===== config.mk =====
export PLATFORM = sky130hd
export DESIGN_NAME = ascii_hex_word_parser_flat
export DESIGN_NICKNAME = d
export VERILOG_FILES = /design/src/rtl/ascii_hex_word_parser_if.sv /design/src/rtl/ascii_hex_word_parser.sv /design/src/flat_wrapper.sv
export SDC_FILE = /design/constraint.sdc
export NUM_CORES = 1
export LEC_CHECK = 0
export CAP_MARGIN = 20
export CORE_ASPECT_RATIO = 0.7
export CORE_UTILIZATION = 53
export CTS_BUF_LIST = sky130_fd_sc_hd__clkbuf_4
export DETAILED_ROUTE_END_ITERATION = 12
export HOLD_SLACK_MARGIN = 0.03
export PLACE_DENSITY = 0.79
export SYNTH_ARGS = -nofsm -noshare
export SYNTH_HDL_FRONTEND = slang
export SYNTH_SLANG_ARGS = --single-unit

===== constraint.sdc =====
create_clock -name clk -period 3.3 [get_ports clk]
set_input_delay 0.66 -clock clk [delete_from_list [all_inputs] [get_ports clk]]
set_output_delay 0.66 -clock clk [all_outputs]
set_load 0.02 [all_outputs]

===== src/rtl/ascii_hex_word_parser_if.sv =====
// Byte-in / word-out bundle for the ASCII hex word parser.
// Both streams use valid/ready: a transfer happens on a rising edge where valid and ready are both 1; the source holds data stable while valid is high.
interface ascii_hex_word_parser_if #(
    parameter int DIGITS = 8
);
    localparam int W  = 4 * DIGITS;
    localparam int CW = $clog2(DIGITS + 1);

    logic [7:0]    rx_data;
    logic          rx_vld;
    logic          rx_rdy;
    logic [W-1:0]  word;
    logic [CW-1:0] word_cnt;
    logic          word_vld;
    logic          word_rdy;
    logic          err;
    logic [1:0]    err_code;
    logic [1:0]    fsm_state;

    modport master (
        output rx_data, rx_vld, word_rdy,
        input  rx_rdy, word, word_cnt, word_vld, err, err_code, fsm_state
    );

    modport slave (
        input  rx_data, rx_vld, word_rdy,
        output rx_rdy, word, word_cnt, word_vld, err, err_code, fsm_state
    );
endinterface


===== src/rtl/ascii_hex_word_parser.sv =====
// Assembles hex characters from a byte stream into a binary word, releasing it on
// a CR/LF/space terminator and flagging invalid, overlong and timed-out tokens.
module dc_ascii_hex (
    input  logic [7:0] ascii,
    output logic [3:0] hex,
    output logic       hex_flg
);
    logic is_num;
    logic is_letter;

    // Letters a-f / A-F have low nibble 1..6, so adding 9 yields 10..15.
    always_comb begin
        is_num    = (ascii >= 8'h30) && (ascii <= 8'h39);
        is_letter = ((ascii >= 8'h41) && (ascii <= 8'h46)) ||
                    ((ascii >= 8'h61) && (ascii <= 8'h66));
        hex_flg   = is_num || is_letter;
        hex       = 4'd0;
        if (is_num)
            hex = ascii[3:0];
        else if (is_letter)
            hex = ascii[3:0] + 4'd9;
    end
endmodule

module ascii_hex_word_parser #(
    parameter int DIGITS  = 8,
    parameter int TIMEOUT = 0
) (
    input logic                    clk,
    input logic                    rst,
    ascii_hex_word_parser_if.slave bus
);
    localparam int W  = 4 * DIGITS;
    localparam int CW = $clog2(DIGITS + 1);
    localparam int TW = (TIMEOUT > 0) ? $clog2(TIMEOUT + 1) : 1;
    localparam bit TO_EN = (TIMEOUT > 0);
    localparam logic [TW-1:0] IDLE_LAST = TW'((TIMEOUT > 0) ? TIMEOUT - 1 : 0);
    localparam logic [CW-1:0] CNT_MAX   = CW'(DIGITS);

    typedef enum logic [1:0] {
        IDLE    = 2'd0,
        ACCUM   = 2'd1,
        OUT     = 2'd2,
        DISCARD = 2'd3
    } state_t;

    state_t        state, state_nx;
    logic [W-1:0]  acc, acc_nx, word_nx;
    logic [CW-1:0] cnt, cnt_nx, word_cnt_nx;
    logic [TW-1:0] idle_cnt, idle_nx;
    logic          word_vld_nx, err_nx;
    logic [1:0]    err_code_nx;
    logic [3:0]    hex;
    logic          hex_flg;
    logic          accept;
    logic          is_term;

    dc_ascii_hex u_conv (
        .ascii   (bus.rx_data),
        .hex     (hex),
        .hex_flg (hex_flg)
    );

    assign bus.rx_rdy    = !rst && (state != OUT);
    assign bus.fsm_state = state;
    assign accept        = bus.rx_vld && bus.rx_rdy;
    assign is_term       = (bus.rx_data == 8'h0D) || (bus.rx_data == 8'h0A) ||
                           (bus.rx_data == 8'h20);

    always_comb begin
        state_nx    = state;
        acc_nx      = acc;
        cnt_nx      = cnt;
        idle_nx     = '0;
        word_nx     = bus.word;
        word_cnt_nx = bus.word_cnt;
        word_vld_nx = bus.word_vld;
        err_nx      = 1'b0;
        err_code_nx = bus.err_code;
        case (state)
            IDLE: begin
                if (accept) begin
                    if (hex_flg) begin
                        acc_nx   = W'(hex);
                        cnt_nx   = CW'(1);
                        state_nx = ACCUM;
                    end else if (!is_term) begin
                        err_nx      = 1'b1;
                        err_code_nx = 2'b01;
                        state_nx    = DISCARD;
                    end
                end
            end
            ACCUM: begin
                if (accept) begin
                    if (hex_flg && (cnt != CNT_MAX)) begin
                        acc_nx = (acc << 4) | W'(hex);
                        cnt_nx = cnt + CW'(1);
                    end else if (is_term) begin
                        word_nx     = acc;
                        word_cnt_nx = cnt;
                        word_vld_nx = 1'b1;
                        state_nx    = OUT;
                    end else begin
                        err_nx      = 1'b1;
                        err_code_nx = hex_flg ? 2'b10 : 2'b01;
                        acc_nx      = '0;
                        cnt_nx      = '0;
                        state_nx    = DISCARD;
                    end
                end else if (TO_EN) begin
                    if (idle_cnt == IDLE_LAST) begin
                        err_nx      = 1'b1;
                        err_code_nx = 2'b11;
                        acc_nx      = '0;
                        cnt_nx      = '0;
                        state_nx    = IDLE;
                    end else begin
                        idle_nx = idle_cnt + TW'(1);
                    end
                end
            end
            OUT: begin
                if (bus.word_rdy) begin
                    word_vld_nx = 1'b0;
                    acc_nx      = '0;
                    cnt_nx      = '0;
                    state_nx    = IDLE;
                end
            end
            DISCARD: begin
                // Timeout here only ends the bad token; the error was already reported.
                if (accept) begin
                    if (is_term)
                        state_nx = IDLE;
                end else if (TO_EN) begin
                    if (idle_cnt == IDLE_LAST)
                        state_nx = IDLE;
                    else
                        idle_nx = idle_cnt + TW'(1);
                end
            end
            default: state_nx = IDLE;
        endcase
    end

    always_ff @(posedge clk) begin
        if (rst) begin
            state        <= IDLE;
            acc          <= '0;
            cnt          <= '0;
            idle_cnt     <= '0;
            bus.word     <= '0;
            bus.word_cnt <= '0;
            bus.word_vld <= 1'b0;
            bus.err      <= 1'b0;
            bus.err_code <= 2'b00;
        end else begin
            state        <= state_nx;
            acc          <= acc_nx;
            cnt          <= cnt_nx;
            idle_cnt     <= idle_nx;
            bus.word     <= word_nx;
            bus.word_cnt <= word_cnt_nx;
            bus.word_vld <= word_vld_nx;
            bus.err      <= err_nx;
            bus.err_code <= err_code_nx;
        end
    end
endmodule


===== src/flat_wrapper.sv =====
// flat-port wrapper written by rule: the top's interface ports become plain ports
module ascii_hex_word_parser_flat 
#(
    parameter int DIGITS  = 8,
    parameter int TIMEOUT = 0
)
  (clk, rst, bus_rx_data, bus_rx_vld, bus_word_rdy, bus_rx_rdy, bus_word, bus_word_cnt, bus_word_vld, bus_err, bus_err_code, bus_fsm_state);
  ascii_hex_word_parser_if #(.DIGITS(DIGITS)) bus_i ();
  input logic clk;
  input logic rst;
  input wire logic [$bits(bus_i.rx_data)-1:0] bus_rx_data;
  input wire logic [$bits(bus_i.rx_vld)-1:0] bus_rx_vld;
  input wire logic [$bits(bus_i.word_rdy)-1:0] bus_word_rdy;
  output wire logic [$bits(bus_i.rx_rdy)-1:0] bus_rx_rdy;
  output wire logic [$bits(bus_i.word)-1:0] bus_word;
  output wire logic [$bits(bus_i.word_cnt)-1:0] bus_word_cnt;
  output wire logic [$bits(bus_i.word_vld)-1:0] bus_word_vld;
  output wire logic [$bits(bus_i.err)-1:0] bus_err;
  output wire logic [$bits(bus_i.err_code)-1:0] bus_err_code;
  output wire logic [$bits(bus_i.fsm_state)-1:0] bus_fsm_state;
  assign bus_i.rx_data = bus_rx_data;
  assign bus_i.rx_vld = bus_rx_vld;
  assign bus_i.word_rdy = bus_word_rdy;
  assign bus_rx_rdy = bus_i.rx_rdy;
  assign bus_word = bus_i.word;
  assign bus_word_cnt = bus_i.word_cnt;
  assign bus_word_vld = bus_i.word_vld;
  assign bus_err = bus_i.err;
  assign bus_err_code = bus_i.err_code;
  assign bus_fsm_state = bus_i.fsm_state;
  ascii_hex_word_parser #(.DIGITS(DIGITS), .TIMEOUT(TIMEOUT)) u_core (.clk(clk), .rst(rst), .bus(bus_i));
endmodule

==> metrics.txt, run 1 <==
outcome=finished, final reports clean; Die W=99.2 um; Hold Path Class=reg2reg; synth top area cells=dfxtp_1 45%, mux2i_1 11%, nand4_1 5.9%, a21oi_1 5.3%, nor2_1 4.7%; R2R depth=7; Resize count post-CTS=0; Clk Latency, worst-skew pair=0.42 ns; via count=3,064; CP bufs+invs=2; period utilisation layout=81.8%; Die Y=70.0 um; Max Root-Sink Buffers=2; I/O Pins=55; Compound-Gate Fraction of Synth Area=18.9%; clock-pin slew on the worst setup and hold paths=0.13 ns; reg2reg setup slack=0.63 ns; Hold Fails Final Rpt=0; Via-to-Cell Ratio=5.97; crit start category=input port; DRC=0; CTS tree=built; r2r startpoint=u_core.bus.fsm_state[1]; Critical Path AT=3.05 ns; # clock sinks=78; Leak=1.74 nW; PortBufs=54; f_max=371 MHz; CTS buffer count=9; FF+latch count, synth=78; Crit path max-delay family=compound AO/OA/AOI/OAI gates; multiplexer share of the synthesized area=10.6%; Synth Area in Simple Gates=15.8%; EDFF count, synth=0; Die Area=0.00694 mm2; Core Region=0.00631 mm2; maxcap violations=0; cells along the critical path=clkdlybuf4s50_1 > inv_1 > ha_1 > nor2_1 > o31ai_2 > a311o_2 > o21ai_0 > a21oi_1; Mapped Avg Cell Area=9.14 um2; Synth warnings=0; first-pass GRT wire length=13.7 mm; gp weighted congestion=0.878; setup TNS=0 ns; wire per inst=15.9 um; Filler Cells Inserted=527; Initial DRC Count=196; area share of fa/ha/maj cells after synthesis=3.93%; hold wc startpoint=u_core.bus.err_code[1]; headroom to the max-slew limit=48.6%; Tmin final=2.70 ns; worst-case vdd ir drop=300 uV; sequential-to-total area share from yosys stat=44.6%; max-slew violations=0; initial antenna violation count=0; CTS Hold Bufs=0; Routed WL=8.16 mm; Worst Setup Path Type=in2reg; vias in the first global route=2,781; CP startpoint=bus_rx_data[0]; drt pass-1 iters=6; GRT Resource Usage Total=24.9%; final hold slack=0.474 ns; slowest stage delay, CP=0.64 ns; skew final=0.0108 ns; ANT nets after route=0; Mapped Cells=383; Synth Area in XOR/XNOR=0%; Critical-path top delay cell=a311o_2; hpwl dp=5.52 mm; final setup fails=0; r2r endpoint=u_core.acc[29]; crit end category=flop; Starting Density=55.5%; Syn Std Cell Area=0.00350 mm2; syn_nets=406; Worst Tran Pin Value=0.771 ns; P&R area growth vs syn=20.8%; Synth top area share=44.6%; Most used DFF post-synth=dfxtp_1; share of layout cells above drive strength 1=9.66%; clock root buffer=clkbuf_4; largest area contributor in the netlist=dfxtp_1; Setup Buffers After CTS=0; htree depth=3; largest family of logic cells by synthesized area=compound AO/OA/AOI/OAI gates; FP Rows=24; grt total ovfl=0; crit path to=u_core.acc[29]; Post-synth ARST share=0%; n_diodes=0; Req. time, crit path=3.65 ns; largest net degree at the start of global routing=78; Netlist cell types=50; pwr/cell area=555 mW/mm2; RSZ-0062 raised after global routing=no; Final nets=453; CP max FO=33; stages on the worst setup path=8
-- cells by family (layout without fill, tap and decap cells) --
group                      count (synthesis)  in the layout
AOI/OAI and AO/OA                        104            104
and+or+nand+nor                          107            107
muxes                                     37             37
DFF                                       78             78
adders and majority gates                 11             11
buffers and inverters                     46             98
-- sequential cells by signal, summed over array words and instances, names as in the netlist --
signal and cells:
u_core.bus.word_vld 1, u_core.bus.word 32, u_core.acc 32, u_core.bus.fsm_state 2, u_core.bus.word_cnt 4, u_core.bus.err_code 2
u_core.bus.err 1, u_core.cnt 4
-- power by group --
group	internal, mW	switching [mW]	total [mW]	leakage, nW
Combinational	0.231	0.553	0.784	1.04
Clock	0.239	0.333	0.572	0.0782
Sequential	0.965	0.0251	0.990	0.629
Total	1.43	0.911	2.35	1.74
-- worst reg2reg max path, cell delays in order (launching register included) --
cell and delay [ns]:
dfxtp_1 0.37, inv_1 0.12, ha_1 0.56, nor2_1 0.16, o22ai_1 0.48, a311o_2 0.57, o21ai_0 0.18, a21oi_1 0.16
-- per-layer routing --
metal | GRT usage, % | up-vias | share of wire [%]
met5 | 0 | - | 0
met4 | 9.31 | 0 | 1.2
met3 | 5.21 | 11 | 6.9
met2 | 36.3 | 116 | 44
met1 | 36.0 | 1458 | 48
li1 | - | 1479 | -
-- worst min path at each step --
| stage | end | slack [ns] | depth (start not counted) |
|---|---|---|---|
| 2_1_floorplan | u_core.acc[28] | 0.45 | 2 |
| 3_3_place_gp | u_core.bus.err_code[0] | 0.45 | 1 |
| 3_5_place_dp | u_core.bus.err_code[1] | 0.46 | 2 |
| 4_1_cts | u_core.bus.err_code[1] | 0.47 | 2 |
| 5_1_grt | u_core.bus.err_code[1] | 0.50 | 2 |
| 6_report | u_core.bus.err_code[1] | 0.47 | 2 |
-- metrics by stage --
step	setup WS (ns)	std cells	power, mW	util, %	instance area, um2
after floorplan	0.978	383	1.54	-	3500
after global placement	0.309	497	1.76	64.9	4090
after detailed placement	0.188	497	1.77	64.9	4090
after CTS	0.589	513	2.33	67.1	4230
after global routing	0.399	513	2.46	67.1	4230
final	0.602	513	2.35	67.1	4230
-- synthesized netlist by cell type (4+ instances only) --
master / n
dfxtp_1: 78
nor2_1: 44
a21oi_1: 37
mux2i_1: 37
nand4_1: 33
o21ai_0: 32
buf_2: 15
clkbuf_1: 14
inv_1: 13
ha_1: 11
nand2_1: 9
nor3_1: 4
-- area by class of cell --
cell class,count,area (um2),share of cell area (%)
Clock buffer,10,75.1,1.77
Clock inverter,6,61.3,1.45
Inverter,13,48.8,1.15
Multi-Input combinational cell,259,1740,41.1
Sequential cell,78,1560,36.9
Tap cell,78,97.6,2.31
Timing Repair Buffer,69,648,15.3
-- cell usage in the layout, fill, tap and decap left out, types with 3 or more instances in the layout --
cell type	instances
a21oi_1	36
buf_4	15
clkbuf_4	10
clkdlybuf4s50_1	53
dfxtp_1	78
ha_1	11
inv_1	13
mux2i_1	37
nand2_1	9
nand3_1	3
nand4_1	33
nor2_1	44
nor2b_1	3
nor3_1	4
o211ai_1	3
o21a_1	3
o21ai_0	32
o31ai_1	3
(Power assumes the default switching activity.)
==> run 2: changes to the inputs <==
--- a/config.mk
+++ b/config.mk
@@ -7,11 +7,11 @@
 export LEC_CHECK = 0
 export CAP_MARGIN = 20
 export CORE_ASPECT_RATIO = 0.7
-export CORE_UTILIZATION = 53
+export CORE_UTILIZATION = 50
 export CTS_BUF_LIST = sky130_fd_sc_hd__clkbuf_4
 export DETAILED_ROUTE_END_ITERATION = 12
 export HOLD_SLACK_MARGIN = 0.03
-export PLACE_DENSITY = 0.79
+export PLACE_DENSITY = 0.78
 export SYNTH_ARGS = -nofsm -noshare
 export SYNTH_HDL_FRONTEND = slang
 export SYNTH_SLANG_ARGS = --single-unit
==> constraint.sdc (replaced) <==
create_clock -name clk -period 2.4 [get_ports clk]
set_input_delay 0.48 -clock clk [delete_from_list [all_inputs] [get_ports clk]]
set_output_delay 0.48 -clock clk [all_outputs]
set_load 0.02 [all_outputs]
==> run 2 against run 1 <==
Compared with the run above: register-to-register slack got worse by 0.40 ns; die area increased by 5.9%; critical endpoint is now u_core.acc[4]; largest cell class unchanged; first-iteration DRC count increased by 31%; utilization decreased by 0.58 points; sequential power increased by 36%; cell count increased by 7.4%.
==> metrics.txt, run 2 (same netlist as run 1, synthesis figures left out) <==
DRC=0; Hold Path Class=in2reg; Worst Setup Path Type=in2reg; final setup fails=0; CTS Hold Bufs=0; period utilisation layout=95.9%; # clock sinks=78; commonest non-fill, non-tap cell in the layout=dfxtp_1; Hold Fails Final Rpt=0; via count=3,146; vias in the first global route=2,881; clock root buffer=clkbuf_4; drt pass-1 iters=5; hold wc startpoint=rst; GRT Resource Usage Total=24.1%; Max Root-Sink Buffers=2; Tmin final=2.30 ns; Final nets=475; Comb power frac=35.3%; clock network fraction of design power=25.2%; Clk Latency, worst-skew pair=0.41 ns; Net Sw Frac=36.8%; share of layout cells above drive strength 1=14.2%; PortBufs=54; I/O Pins=55; crit start category=input port; maxcap violations=0; Largest regs=u_core.acc (32), u_core.bus.word (32); headroom to the max-slew limit=52.5%; CTS tree=built; Worst Tran Pin Value=0.712 ns; skew final=0.0110 ns; gp weighted congestion=0.877; CP startpoint=bus_rx_data[1]; Critical Path AT=2.63 ns; Req. time, crit path=2.73 ns; part of the power in registers=39.5%; Core Region=0.00676 mm2; fin util=66.5%; outcome=finished, final reports clean; htree depth=3; final hold slack=0.376 ns; Net Sw Power=1.26 mW; CP max FO=9; FP Rows=25; grt total ovfl=0; wire per inst=15.3 um; Via-to-Cell Ratio=5.71; initial antenna violation count=0; first-pass GRT wire length=13.7 mm; crit end category=flop; Internal Power=2.16 mW; ANT nets after route=0; clock-pin slew on the worst setup and hold paths=0.11 ns; P&R area growth vs syn=28.3%; max-slew violations=0; hpwl dp=5.76 mm; largest net degree at the start of global routing=73; worst-case vdd ir drop=557 uV; Starting Density=51.8%; r2r startpoint=u_core.bus.fsm_state[1]; n_diodes=0; Die Y=72.0 um; most frequent cells in the layout=78 x dfxtp_1, 52 x clkdlybuf4s50_1, 42 x nor2_1, 37 x mux2i_1, 36 x a21oi_1; Die W=102 um; f_max=434 MHz; Resize count post-CTS=0; Setup Buffers After CTS=0; Die Area=0.00735 mm2; Routed WL=8.44 mm; Initial DRC Count=257; CTS buffer count=9; pwr/cell area=762 mW/mm2; RSZ-0062 raised after global routing=yes; Leak=1.88 nW
## run 2: worst paths after layout
kind	end	slack, ns	depth (start not counted)
max	u_core.acc[4]	0.1	10
min	u_core.bus.err_code[1]	0.38	2
max reg2reg	u_core.acc[27]	0.23	8
min reg2reg	u_core.bus.err_code[0]	0.48	1
## run 2: layout make-up
class,instances,area [um2]
timing repair buffer,91,857
clock buffer,9,67.6
multi-input combinational,259,1750
inverter,13,48.8
clock inverter,7,88.8
fill,568,2260
tap,94,118
sequential,78,1560
## run 2: worst max-delay path, stage by stage
cell             delay (ns)
clkdlybuf4s50_1        0.42
inv_1                  0.12
ha_1                   0.26
nand2b_4               0.08
a2111oi_4              0.37
buf_4                  0.21
a311o_2                0.25
buf_4                  0.17
o21ai_0                0.09
a21oi_1                0.18
## run 2: through the flow
step                      setup slack (ns)  power (mW)  cell area [um2]  std cells  TNS (ns)
final                               0.0984        3.42             4490        551         0
after global routing               -0.0394        3.58             4490        551   -0.0766
after detailed placement            -0.320        2.55             4320        535    -21.68
after floorplan                      0.237        2.11             3500        383         0
after global placement              -0.276        2.52             4320        535    -16.73
after CTS                           0.0363        3.41             4470        551         0
## run 2: power by group through the flow
| stage | Clock (mW) | Sequential (mW) | Combinational, mW |
|---|---|---|---|
| floorplan | 0 | 1.41 | 0.707 |
| global placement | 0 | 1.38 | 1.14 |
| detailed placement | 0 | 1.38 | 1.16 |
| CTS | 0.883 | 1.35 | 1.17 |
| global route | 0.936 | 1.36 | 1.29 |
| finish | 0.864 | 1.35 | 1.21 |
## run 2: metal layers
layer,part of all wire (%),wire [um],GRT usage [%],up-vias
li1,-,-,-,1526
met1,47,3940,33.0,1509
met2,46,3910,38.0,100
met3,6.0,506,5.68,11
met4,0.97,82,6.83,0
met5,0,0,0,-
==> run 3: changes to the inputs <==
--- a/config.mk
+++ b/config.mk
@@ -12,6 +12,7 @@
 export DETAILED_ROUTE_END_ITERATION = 12
 export HOLD_SLACK_MARGIN = 0.03
 export PLACE_DENSITY = 0.78
+export SLEW_MARGIN = 20
 export SYNTH_ARGS = -nofsm -noshare
 export SYNTH_HDL_FRONTEND = slang
 export SYNTH_SLANG_ARGS = --single-unit
==> results of run 3 <==
Final layout, timing and power as in run 2 (identical DEF).
